[config.mk]
export PLATFORM = sky130hd
export DESIGN_NAME = seq_comparator_flat
export DESIGN_NICKNAME = d
export VERILOG_FILES = /design/src/rtl/seq_comparator_if.sv /design/src/rtl/seq_comparator.sv /design/src/flat_wrapper.sv
export SDC_FILE = /design/constraint.sdc
export NUM_CORES = 1
export LEC_CHECK = 0
export ABC_AREA = 0
export ABC_CLOCK_PERIOD_IN_PS = 4900
export CAP_MARGIN = 20
export CELL_PAD_IN_SITES_DETAIL_PLACEMENT = 1
export CELL_PAD_IN_SITES_GLOBAL_PLACEMENT = 2
export CORE_MARGIN = 2
export CORE_UTILIZATION = 30
export CTS_CLUSTER_DIAMETER = 150
export DETAILED_ROUTE_END_ITERATION = 8
export GPL_TIMING_DRIVEN = 0
export PLACE_DENSITY_LB_ADDON = 0.05
export SYNTH_ARGS = -nofsm -noshare
export SYNTH_HDL_FRONTEND = slang
export SYNTH_SLANG_ARGS = --single-unit
[constraint.sdc]
create_clock -name clk -period 4.9 [get_ports clk]
set_clock_uncertainty 0.15 [all_clocks]
set_input_delay 1.47 -clock clk [delete_from_list [all_inputs] [get_ports clk]]
set_output_delay 1.47 -clock clk [all_outputs]
set_load 0.05 [all_outputs]
[src/rtl/seq_comparator_if.sv]
// seq_comparator_if: start/busy/done handshake, operands and result flags of seq_comparator.
// Ports: master drives start, is_signed, a, b; slave drives busy, done, greater, less, equal.
// WIDTH must match the WIDTH of the attached comparator.
interface seq_comparator_if #(
    parameter int WIDTH = 16
);
    logic             start;
    logic             is_signed;
    logic [WIDTH-1:0] a;
    logic [WIDTH-1:0] b;
    logic             busy;
    logic             done;
    logic             greater;
    logic             less;
    logic             equal;

    modport master (
        output start, is_signed, a, b,
        input  busy, done, greater, less, equal
    );

    modport slave (
        input  start, is_signed, a, b,
        output busy, done, greater, less, equal
    );
endinterface

[src/rtl/seq_comparator.sv]
// seq_comparator: multi-cycle magnitude compare of WIDTH-bit operands, CHUNK bits per clock, MSB chunk first.
// Latency: start at E0, done at E0+NCHUNK (E0+1..E0+NCHUNK with COMPARATOR_EARLY_EXIT_EN defined).
// Backpressure: start is only accepted in IDLE/DONE; start, a, b, is_signed are ignored while busy.
// Ports: clk, reset (async active-high), cmp (seq_comparator_if.slave: start/is_signed/a/b in,
//        busy/done/greater/less/equal out). Optional macro: COMPARATOR_EARLY_EXIT_EN.
module seq_comparator #(
    parameter int WIDTH = 16,
    parameter int CHUNK = 4
) (
    input  logic         clk,
    input  logic         reset,
    seq_comparator_if.slave cmp
);
    localparam int NCHUNK = WIDTH / CHUNK;
    localparam int IDXW   = (NCHUNK > 1) ? $clog2(NCHUNK) : 1;
    localparam logic [IDXW-1:0]  LAST_IDX = IDXW'(NCHUNK - 1);
    // Flipping the sign bit maps two's-complement order onto unsigned order.
    localparam logic [WIDTH-1:0] MSB_MASK = WIDTH'(1) << (WIDTH - 1);

    typedef enum logic [1:0] {IDLE, RUN, DONE} state_t;

    state_t           state;
    state_t           state_nxt;
    logic [IDXW-1:0]  idx;
    logic [WIDTH-1:0] op_a;
    logic [WIDTH-1:0] op_b;
    logic             greater_q;
    logic             less_q;
    logic             equal_q;

    logic [CHUNK-1:0] chunk_a;
    logic [CHUNK-1:0] chunk_b;
    logic             chunk_ne;
    logic             chunk_gt;
    logic             accept;
    logic             finish;
    logic             res_gt;
    logic             res_lt;

`ifndef COMPARATOR_EARLY_EXIT_EN
    // First differing chunk is remembered so later chunks cannot override it.
    logic             decided;
    logic             dec_gt;
`endif

    assign chunk_a  = op_a[int'(idx) * CHUNK +: CHUNK];
    assign chunk_b  = op_b[int'(idx) * CHUNK +: CHUNK];
    assign chunk_ne = (chunk_a != chunk_b);
    assign chunk_gt = (chunk_a > chunk_b);

    always_comb begin
        state_nxt = state;
        accept    = 1'b0;
        finish    = 1'b0;
        res_gt    = 1'b0;
        res_lt    = 1'b0;
        case (state)
            IDLE, DONE: begin
                if (cmp.start) begin
                    accept    = 1'b1;
                    state_nxt = RUN;
                end else begin
                    state_nxt = IDLE;
                end
            end
            RUN: begin
`ifdef COMPARATOR_EARLY_EXIT_EN
                finish = chunk_ne || (idx == '0);
                res_gt = chunk_gt;
                res_lt = chunk_ne && !chunk_gt;
`else
                finish = (idx == '0);
                res_gt = decided ? dec_gt  : chunk_gt;
                res_lt = decided ? !dec_gt : (chunk_ne && !chunk_gt);
`endif
                if (finish) begin
                    state_nxt = DONE;
                end
            end
            default: state_nxt = IDLE;
        endcase
    end

    always_ff @(posedge clk or posedge reset) begin
        if (reset) begin
            state     <= IDLE;
            idx       <= '0;
            op_a      <= '0;
            op_b      <= '0;
            greater_q <= 1'b0;
            less_q    <= 1'b0;
            equal_q   <= 1'b0;
`ifndef COMPARATOR_EARLY_EXIT_EN
            decided   <= 1'b0;
            dec_gt    <= 1'b0;
`endif
        end else begin
            state <= state_nxt;
            if (accept) begin
                op_a <= cmp.a ^ (cmp.is_signed ? MSB_MASK : '0);
                op_b <= cmp.b ^ (cmp.is_signed ? MSB_MASK : '0);
                idx  <= LAST_IDX;
            end else if (state == RUN && !finish) begin
                idx <= idx - 1'b1;
            end
`ifndef COMPARATOR_EARLY_EXIT_EN
            if (accept) begin
                decided <= 1'b0;
                dec_gt  <= 1'b0;
            end else if (state == RUN && chunk_ne && !decided) begin
                decided <= 1'b1;
                dec_gt  <= chunk_gt;
            end
`endif
            // Flags change only on the edge that enters DONE.
            if (finish) begin
                greater_q <= res_gt;
                less_q    <= res_lt;
                equal_q   <= !(res_gt || res_lt);
            end
        end
    end

    assign cmp.busy    = (state == RUN);
    assign cmp.done    = (state == DONE);
    assign cmp.greater = greater_q;
    assign cmp.less    = less_q;
    assign cmp.equal   = equal_q;
endmodule

[src/flat_wrapper.sv]
// flat-port wrapper written by rule: the top's interface ports become plain ports
module seq_comparator_flat 
#(
    parameter int WIDTH = 16,
    parameter int CHUNK = 4
)
  (clk, reset, cmp_start, cmp_is_signed, cmp_a, cmp_b, cmp_busy, cmp_done, cmp_greater, cmp_less, cmp_equal);
  seq_comparator_if #(.WIDTH(WIDTH)) cmp_i ();
  input  logic clk;
  input  logic reset;
  input wire logic [$bits(cmp_i.start)-1:0] cmp_start;
  input wire logic [$bits(cmp_i.is_signed)-1:0] cmp_is_signed;
  input wire logic [$bits(cmp_i.a)-1:0] cmp_a;
  input wire logic [$bits(cmp_i.b)-1:0] cmp_b;
  output wire logic [$bits(cmp_i.busy)-1:0] cmp_busy;
  output wire logic [$bits(cmp_i.done)-1:0] cmp_done;
  output wire logic [$bits(cmp_i.greater)-1:0] cmp_greater;
  output wire logic [$bits(cmp_i.less)-1:0] cmp_less;
  output wire logic [$bits(cmp_i.equal)-1:0] cmp_equal;
  assign cmp_i.start = cmp_start;
  assign cmp_i.is_signed = cmp_is_signed;
  assign cmp_i.a = cmp_a;
  assign cmp_i.b = cmp_b;
  assign cmp_busy = cmp_i.busy;
  assign cmp_done = cmp_i.done;
  assign cmp_greater = cmp_i.greater;
  assign cmp_less = cmp_i.less;
  assign cmp_equal = cmp_i.equal;
  seq_comparator #(.WIDTH(WIDTH), .CHUNK(CHUNK)) u_core (.clk(clk), .reset(reset), .cmp(cmp_i));
endmodule
== Word-level counts from Yosys, hierarchy flattened ==
Cells that the tools add are included.

* Bits in registers: 41
* Word-level logic and storage cells: 51
* Input bits: 36

* Shift operators: 2
* Bitwise gates (word level): 2
* Magnitude comparators: 1
* Eq/ne operators: 4
* $add $sub $neg: 1
* Reductions and logical operators: 15
* Muxes and demuxes: 17

{| class="wikitable"
|+ Operators by type and width
! operator !! count
|-
| 16-bit by 5-bit variable part select with 4-bit output || 2
|-
| 16-bit bitwise XOR || 2
|-
| 16-bit two-way mux || 1
|-
| 1-bit two-way mux || 12
|-
| 2-bit two-way mux || 3
|-
| 1-bit logical NOT || 5
|-
| 4-bit greater-than comparator || 1
|-
| 1-bit logical AND || 4
|-
| 2-bit logical NOT || 2
|-
| 4-bit != test || 1
|-
| 2-bit one-hot mux with 2 select lines || 1
|-
| 2-bit nonzero test || 2
|-
| 2-bit by 1-bit == test with 1-bit output, second input constant || 1
|-
| 2-bit == test, second input constant || 1
|-
| 2-bit by 1-bit != test with 1-bit output, second input constant || 1
|-
| 2-bit OR reduction || 1
|-
| 2-bit by 1-bit subtractor with 2-bit output, second input constant || 1
|-
| 1-bit logical OR || 1
|}

== Depth between registers and ports, before layout ==
Gate-level depths: netlist of the first run.

* Depth after elaboration: 8
* Gate-level depth with buffers: 8
* Mapped depth without buffers: 7

== Least setup slack after synthesis of the first run ==
No wires, ideal clock.

* Path kind: register -> output
* From: register u_core.state[0]
* To: output port cmp_done
* Cell stages (with the launch flop): 2
* Buffers on the path: 0
* Slack: 2.203 ns
* Data arrival time: 1.077 ns
* Cell sequence: dfrtp_1 -> nor2b_1

* Cells in the longest elaborated chain, start to end: 1

{| class="wikitable"
|+ Ends and longest elaborated chain
! element !! line !! text
|-
| from (decl) || seq_comparator.sv:22 || <nowiki>state_t state;</nowiki>
|-
| from (signal assigned) || seq_comparator.sv:98 || <nowiki>state <= state_nxt;</nowiki>
|-
| 2-bit == test || seq_comparator.sv:125 || <nowiki>assign cmp.done = (state == DONE);</nowiki>
|-
| to (decl) || flat_wrapper.sv:16 || <nowiki>output wire logic [$bits(cmp_i.done)-1:0] cmp_done;</nowiki>
|}

No other way between the ends.

== Final worst setup path of the first run ==
* From: register u_core.state[1]
* To: output port cmp_busy

* Cells in the longest elaborated chain, start to end: 1

{| class="wikitable"
|+ Ends and longest elaborated chain
! element !! line !! text
|-
| 2-bit by 1-bit == test with 1-bit output || seq_comparator.sv:124 || <nowiki>assign cmp.busy = (state == RUN);</nowiki>
|-
| to (decl) || flat_wrapper.sv:15 || <nowiki>output wire logic [$bits(cmp_i.busy)-1:0] cmp_busy;</nowiki>
|}

No other way between the ends.

==> flow_metrics.env, run 1 <==
export IMPL_drt_total_wl_mm=4.82
export IMPL_cts_setup_buffers=0
export IMPL_synth_net_count=241
export IMPL_cp_start_kind="flop"
export IMPL_powerDensity_nw_per_um2=668
export IMPL_place_hpwl_mm=3.58
export IMPL_peakVddDrop_v=0.000228
export IMPL_avgSynthCellArea_um2=9.66
export IMPL_clkSinkCount=41
export IMPL_core_area_um2=6280
export IMPL_io_buffers=40
export IMPL_routed_via_density=4.60
export IMPL_ios=41
export IMPL_drive_above_1_share=0.125
export IMPL_layout_nets=288
export IMPL_antenna_found_initial=0
export IMPL_routabilityCongestion=0.857
export IMPL_p_sw_mw=0.668
export IMPL_hold_path_startpoint="u_core.op_b[13]"
export IMPL_drt_iter0_drc=34
export IMPL_grt_overflow=0
export IMPL_fin_setup_tns_ns=0
export IMPL_vias=1494
export IMPL_hold_buffers=0
export IMPL_die_x_um=84.2
export IMPL_status="completed"
export IMPL_cts_max_level=2
export IMPL_die_area_um2=7100
export IMPL_grt_usage=0.145
export IMPL_max_slew_margin=0.400
export IMPL_tightest_slew_ns=0.899
export IMPL_r2r_start="u_core.idx[0]"
export IMPL_max_clock_freq_ghz=0.291
export IMPL_hold_end="u_core.op_b[13]"
export IMPL_pwr_share_clk=0.168
export IMPL_synth_flop_cell="dfrtp_1"
export IMPL_num_antenna_cells=0
export IMPL_ant_nets=0
export IMPL_start_util=0.308
export IMPL_switching_share=0.393
export IMPL_tritoncts="built"
export IMPL_setup_viol=0
export IMPL_fin_crit_sh=0.703
export IMPL_report_final_slew_viol_count=0
export IMPL_r2r_slack_ns=2.56
export IMPL_ctsLongestPathBuffers=2
export IMPL_hold_path_class="reg -> reg"
export IMPL_min_period_ns=3.44
export IMPL_cts_buffers=5
export IMPL_yosys_warnings=0
export IMPL_async_flop_share=1.00
export IMPL_crit_arrival_ns=1.82
export IMPL_r2r_cells=7
export IMPL_path_class="reg -> out"
export IMPL_nFillCells=737
export IMPL_grt_pass1_vias=1633
export IMPL_hold_viol=0
export IMPL_rsz0062_at_grt="no"
export IMPL_synth_edf_count=0
export IMPL_synth_seq_cells=41
export IMPL_root_buffer="clkbuf_8"
export IMPL_final_core_util=0.405
export IMPL_cap_violations=0
export IMPL_netlist_instances=200
export IMPL_syn2layout_area_growth_pct=31.7
export IMPL_clkLatencyLatePin_ns=0.29
export IMPL_leakage_nw=1.24
export IMPL_wl_per_cell_um=14.8
export IMPL_drt_first_pass_iters=3
export IMPL_grt_first_pass_wirelength_mm=8.02
export IMPL_cp_end_kind="primary output"
export IMPL_grt_max_degree=42
export IMPL_layout_common_cells="98 x nand2_1, 41 x dfrtp_1, 40 x clkdlybuf4s50_1, 8 x inv_1, 8 x mux4_2"
export IMPL_whs_path_depth=2
export IMPL_syn_area_um2=1930
export IMPL_ys_types=26
export IMPL_comb_power_share=0.487
export IMPL_post_cts_resized=0
export IMPL_seqPwrFrac=0.345
export IMPL_clkTransAtPathRegs_ns=0.08
export IMPL_die_height_um=84.2
export IMPL_final_common_cell="nand2_1"
export IMPL_cp_max_fo=8
export IMPL_cp_required_ns=3.28
export IMPL_r2r_end="u_core.dec_gt"
export IMPL_std_cell_rows=29
export IMPL_remaining_drc_errors=0
export IMPL_synth_yosys_seq_area_share=0.531
export IMPL_p_int_mw=1.03
metal layers:
layer | vias to the layer above | GRT usage | part of all wire
met5 | - | 0 | 0
met4 | 0 | 0.0484 | 0.015
met3 | 7 | 0.0315 | 0.030
met2 | 27 | 0.247 | 0.51
met1 | 729 | 0.184 | 0.45
li1 | 731 | - | -
critical path, cell delays in order, from the launching register on:
cell             delay [ns]
dfrtp_1                0.38
and2b_1                0.18
buf_4                  0.16
clkdlybuf4s50_1        0.81
worst max-delay path by stage:
stage	endpoint	slack, ns	cells past startpoint	from
2_1_floorplan	cmp_done	2.20	1	u_core.state[0]
3_3_place_gp	u_core.op_b[1]	1.43	2	reset
3_5_place_dp	cmp_busy	1.78	3	u_core.state[1]
4_1_cts	cmp_busy	1.45	3	u_core.state[1]
5_1_grt	cmp_busy	1.37	3	u_core.state[0]
6_report	cmp_busy	1.46	3	u_core.state[1]
through the flow:
step	area, µm²	instances	hold slack [ns]	setup slack, ns	power, mW
after CTS	2540	325	0.332	1.45	1.73
final	2540	325	0.328	1.46	1.70
after detailed placement	2430	317	0.316	1.78	1.44
after global routing	2540	325	0.357	1.37	1.84
after floorplan	1930	200	0.290	2.20	1.19
after global placement	2430	317	0.303	1.43	1.40
power groups by stage:
stage | Clock [mW] | Combinational [mW] | Sequential [mW]
5_1_grt | 0.307 | 0.930 | 0.608
2_1_floorplan | 0 | 0.589 | 0.600
4_1_cts | 0.294 | 0.848 | 0.589
6_report | 0.285 | 0.828 | 0.587
3_5_place_dp | 0 | 0.845 | 0.596
3_3_place_gp | 0 | 0.816 | 0.583
layout make-up:
cell class              instances  area (µm²)  share of cell area
multi-input cells             140         811               0.319
plain buffers                  10        61.3              0.0241
inverters                       9        33.8              0.0133
clock buffers                   7        86.3              0.0339
flip-flops and latches         41        1030               0.403
well taps                      77        96.3              0.0379
clock inverters                 1        30.0              0.0118
repair buffers                 40         400               0.157
synth_stat cells, types with 2 or more instances:
library cell | n | area, µm²
buf_4 | 2 | 15.0
buf_2 | 7 | 35.0
dfrtp_1 | 41 | 1030
nand2b_1 | 2 | 12.5
nand2_1 | 98 | 368
nor2b_1 | 2 | 12.5
o21ai_0 | 3 | 15.0
ha_1 | 5 | 62.6
mux4_2 | 8 | 180
xnor2_1 | 3 | 26.3
inv_1 | 9 | 33.8
a21oi_1 | 6 | 30.0
state kept, by name, indices dropped and copies added (netlist names):
register,flops
u_core.cmp.equal,1
u_core.op_a,16
u_core.op_b,16
u_core.state,2
u_core.cmp.greater,1
u_core.cmp.less,1
u_core.dec_gt,1
u_core.idx,2
u_core.decided,1
kinds of logic (layout without fill, tap and decap cells):
group	count (synthesis)	in the layout	share of synthesized area
flops	41	41	0.531
fa+ha+maj	5	5	0.0324
compound gates	15	15	0.0499
xor+xnor	3	3	0.0136
simple gates	109	109	0.231
mux	8	8	0.0933
buf+inv	19	67	0.0492
Note: power is estimated with default switching activity, not from simulation.
==> inputs of run 2 (changes only) <==
- ABC_CLOCK_PERIOD_IN_PS: 4900 -> 2850
- CORE_UTILIZATION: 30 -> 28
- clock period: 4.9 -> 2.85 ns (I/O delays scaled with it)
==> flow_metrics.env, run 2 (synthesis results as in run 1) <==
export IMPL_num_antenna_cells=0
export IMPL_max_clock_freq_ghz=0.381
export IMPL_final_common_cell="nand2_1"
export IMPL_powerDensity_nw_per_um2=1110
export IMPL_std_cell_rows=30
export IMPL_fin_crit_sh=0.922
export IMPL_reg_top3="u_core.op_a: 16 flops, u_core.op_b: 16 flops"
export IMPL_max_slew_margin=0.668
export IMPL_drt_iter0_drc=31
export IMPL_tritoncts="built"
export IMPL_hold_path_class="reg -> reg"
export IMPL_grt_first_pass_wirelength_mm=8.04
export IMPL_switching_share=0.401
export IMPL_syn2layout_area_growth_pct=31.5
export IMPL_setup_viol=0
export IMPL_nFillCells=786
export IMPL_seqPwrFrac=0.358
export IMPL_drt_total_wl_mm=4.73
export IMPL_grt_overflow=0
export IMPL_tightest_slew_ns=0.498
export IMPL_layout_common_cells="98 x nand2_1, 41 x dfrtp_1, 39 x clkdlybuf4s50_1, 8 x inv_1, 8 x mux4_2"
export IMPL_clkLatencyLatePin_ns=0.29
export IMPL_antenna_found_initial=0
export IMPL_grt_usage=0.142
export IMPL_path_class="reg -> out"
export IMPL_die_x_um=87.1
export IMPL_start_util=0.288
export IMPL_io_buffers=40
export IMPL_routabilityCongestion=0.718
export IMPL_place_hpwl_mm=3.36
export IMPL_p_int_mw=1.69
export IMPL_hold_viol=0
export IMPL_core_area_um2=6720
export IMPL_cp_end_kind="primary output"
export IMPL_layout_nets=289
export IMPL_root_buffer="clkbuf_8"
export IMPL_die_height_um=87.1
export IMPL_fin_setup_tns_ns=0
export IMPL_clkTransAtPathRegs_ns=0.07
export IMPL_remaining_drc_errors=0
export IMPL_drt_first_pass_iters=4
export IMPL_pwr_share_clk=0.138
export IMPL_cp_max_fo=4
export IMPL_comb_power_share=0.505
export IMPL_grt_pass1_vias=1595
export IMPL_crit_end="cmp_done"
export IMPL_grt_max_degree=41
export IMPL_rsz0062_at_grt="no"
export IMPL_cts_max_level=2
export IMPL_ios=41
export IMPL_clkSinkCount=41
export IMPL_r2r_slack_ns=0.47
export IMPL_placedInstanceArea_um2=2450
export IMPL_routed_via_density=4.49
export IMPL_wl_per_cell_um=14.4
export IMPL_status="completed"
export IMPL_drive_above_1_share=0.125
export IMPL_leakage_nw=1.24
export IMPL_ctsLongestPathBuffers=2
export IMPL_r2r_end="u_core.dec_gt"
export IMPL_vias=1474
export IMPL_cap_violations=0
export IMPL_min_period_ns=2.63
export IMPL_cts_buffers=5
export IMPL_r2r_cells=7
export IMPL_p_sw_mw=1.13
export IMPL_cp_required_ns=1.85
export IMPL_cp_startpoint="u_core.state[0]"
export IMPL_cts_setup_buffers=0
export IMPL_die_area_um2=7580
export IMPL_design_area_um2=2540
export IMPL_peakVddDrop_v=0.000258
export IMPL_hold_buffers=0
export IMPL_ant_nets=0
export IMPL_crit_arrival_ns=1.62
export IMPL_post_cts_resized=0
export IMPL_cp_start_kind="flop"
export IMPL_report_final_slew_viol_count=0
export IMPL_r2r_start="u_core.idx[0]"
run 2: cell types whose count changed in the layout (fill, tap and decap cells not counted), sizes merged:
cell           delta
buf               +1
bufinv            -1
clkdlybuf4s50     -1
dlymetal6s2s      +1
run 2: metrics by stage:
stage / std cells / util / setup slack (ns) / power [mW] / hold slack (ns)
floorplan: 200 / - / 0.718 / 2.04 / 0.290
global placement: 320 / 0.362 / -0.0980 / 2.44 / 0.305
detailed placement: 321 / 0.365 / 0.341 / 2.47 / 0.312
CTS: 328 / 0.378 / 0.0135 / 2.88 / 0.331
global route: 328 / 0.378 / 0.124 / 3.10 / 0.348
finish: 328 / 0.378 / 0.223 / 2.81 / 0.324
run 2: worst max-delay path, cell delays in order, from the launching register on:
cell             delay (ns)
dfrtp_1                0.42
nor2b_1                0.12
clkdlybuf4s50_1        0.80
run 2: worst min path at each step:
stage	startpoint	end	slack (ns)	depth (start not counted)
2_1_floorplan	u_core.op_a[10]	u_core.op_a[10]	0.29	2
3_3_place_gp	u_core.op_a[14]	u_core.op_a[14]	0.30	2
3_5_place_dp	u_core.op_b[10]	u_core.op_b[10]	0.31	2
4_1_cts	u_core.op_b[10]	u_core.op_b[10]	0.33	2
5_1_grt	u_core.op_b[9]	u_core.op_b[9]	0.35	2
6_report	u_core.op_b[9]	u_core.op_b[9]	0.32	2
run 2: power by group through the flow:
stage / Combinational, mW / Clock (mW) / Sequential, mW
floorplan: 1.01 / 0 / 1.03
global placement: 1.43 / 0 / 1.01
detailed placement: 1.45 / 0 / 1.02
CTS: 1.46 / 0.405 / 1.01
global route: 1.62 / 0.437 / 1.05
finish: 1.42 / 0.387 / 1.01
run 2: area by class of cell:
cell class                      instances  area [µm²]  share of cell area
Timing Repair Buffer                   41         423               0.166
Buffer                                 10        61.3              0.0241
Clock buffer                            7        86.3              0.0340
Sequential cell                        41        1030               0.404
Tap cell                               80         100              0.0394
Inverter                                9        33.8              0.0133
Multi-Input combinational cell        140         811               0.319
run 2: layer usage:
metal | global-route usage | part of all wire | vias up
met2 | 0.210 | 0.44 | 30
li1 | - | - | 735
met5 | 0 | 0 | -
met3 | 0.0370 | 0.042 | 4
met4 | 0.0469 | 0.013 | 0
met1 | 0.202 | 0.50 | 705
==> inputs of run 3 (changes only) <==
- SKIP_CTS_REPAIR_TIMING: unset -> 1
==> results of run 3 <==
Final layout, timing and power as in run 2 (identical DEF).
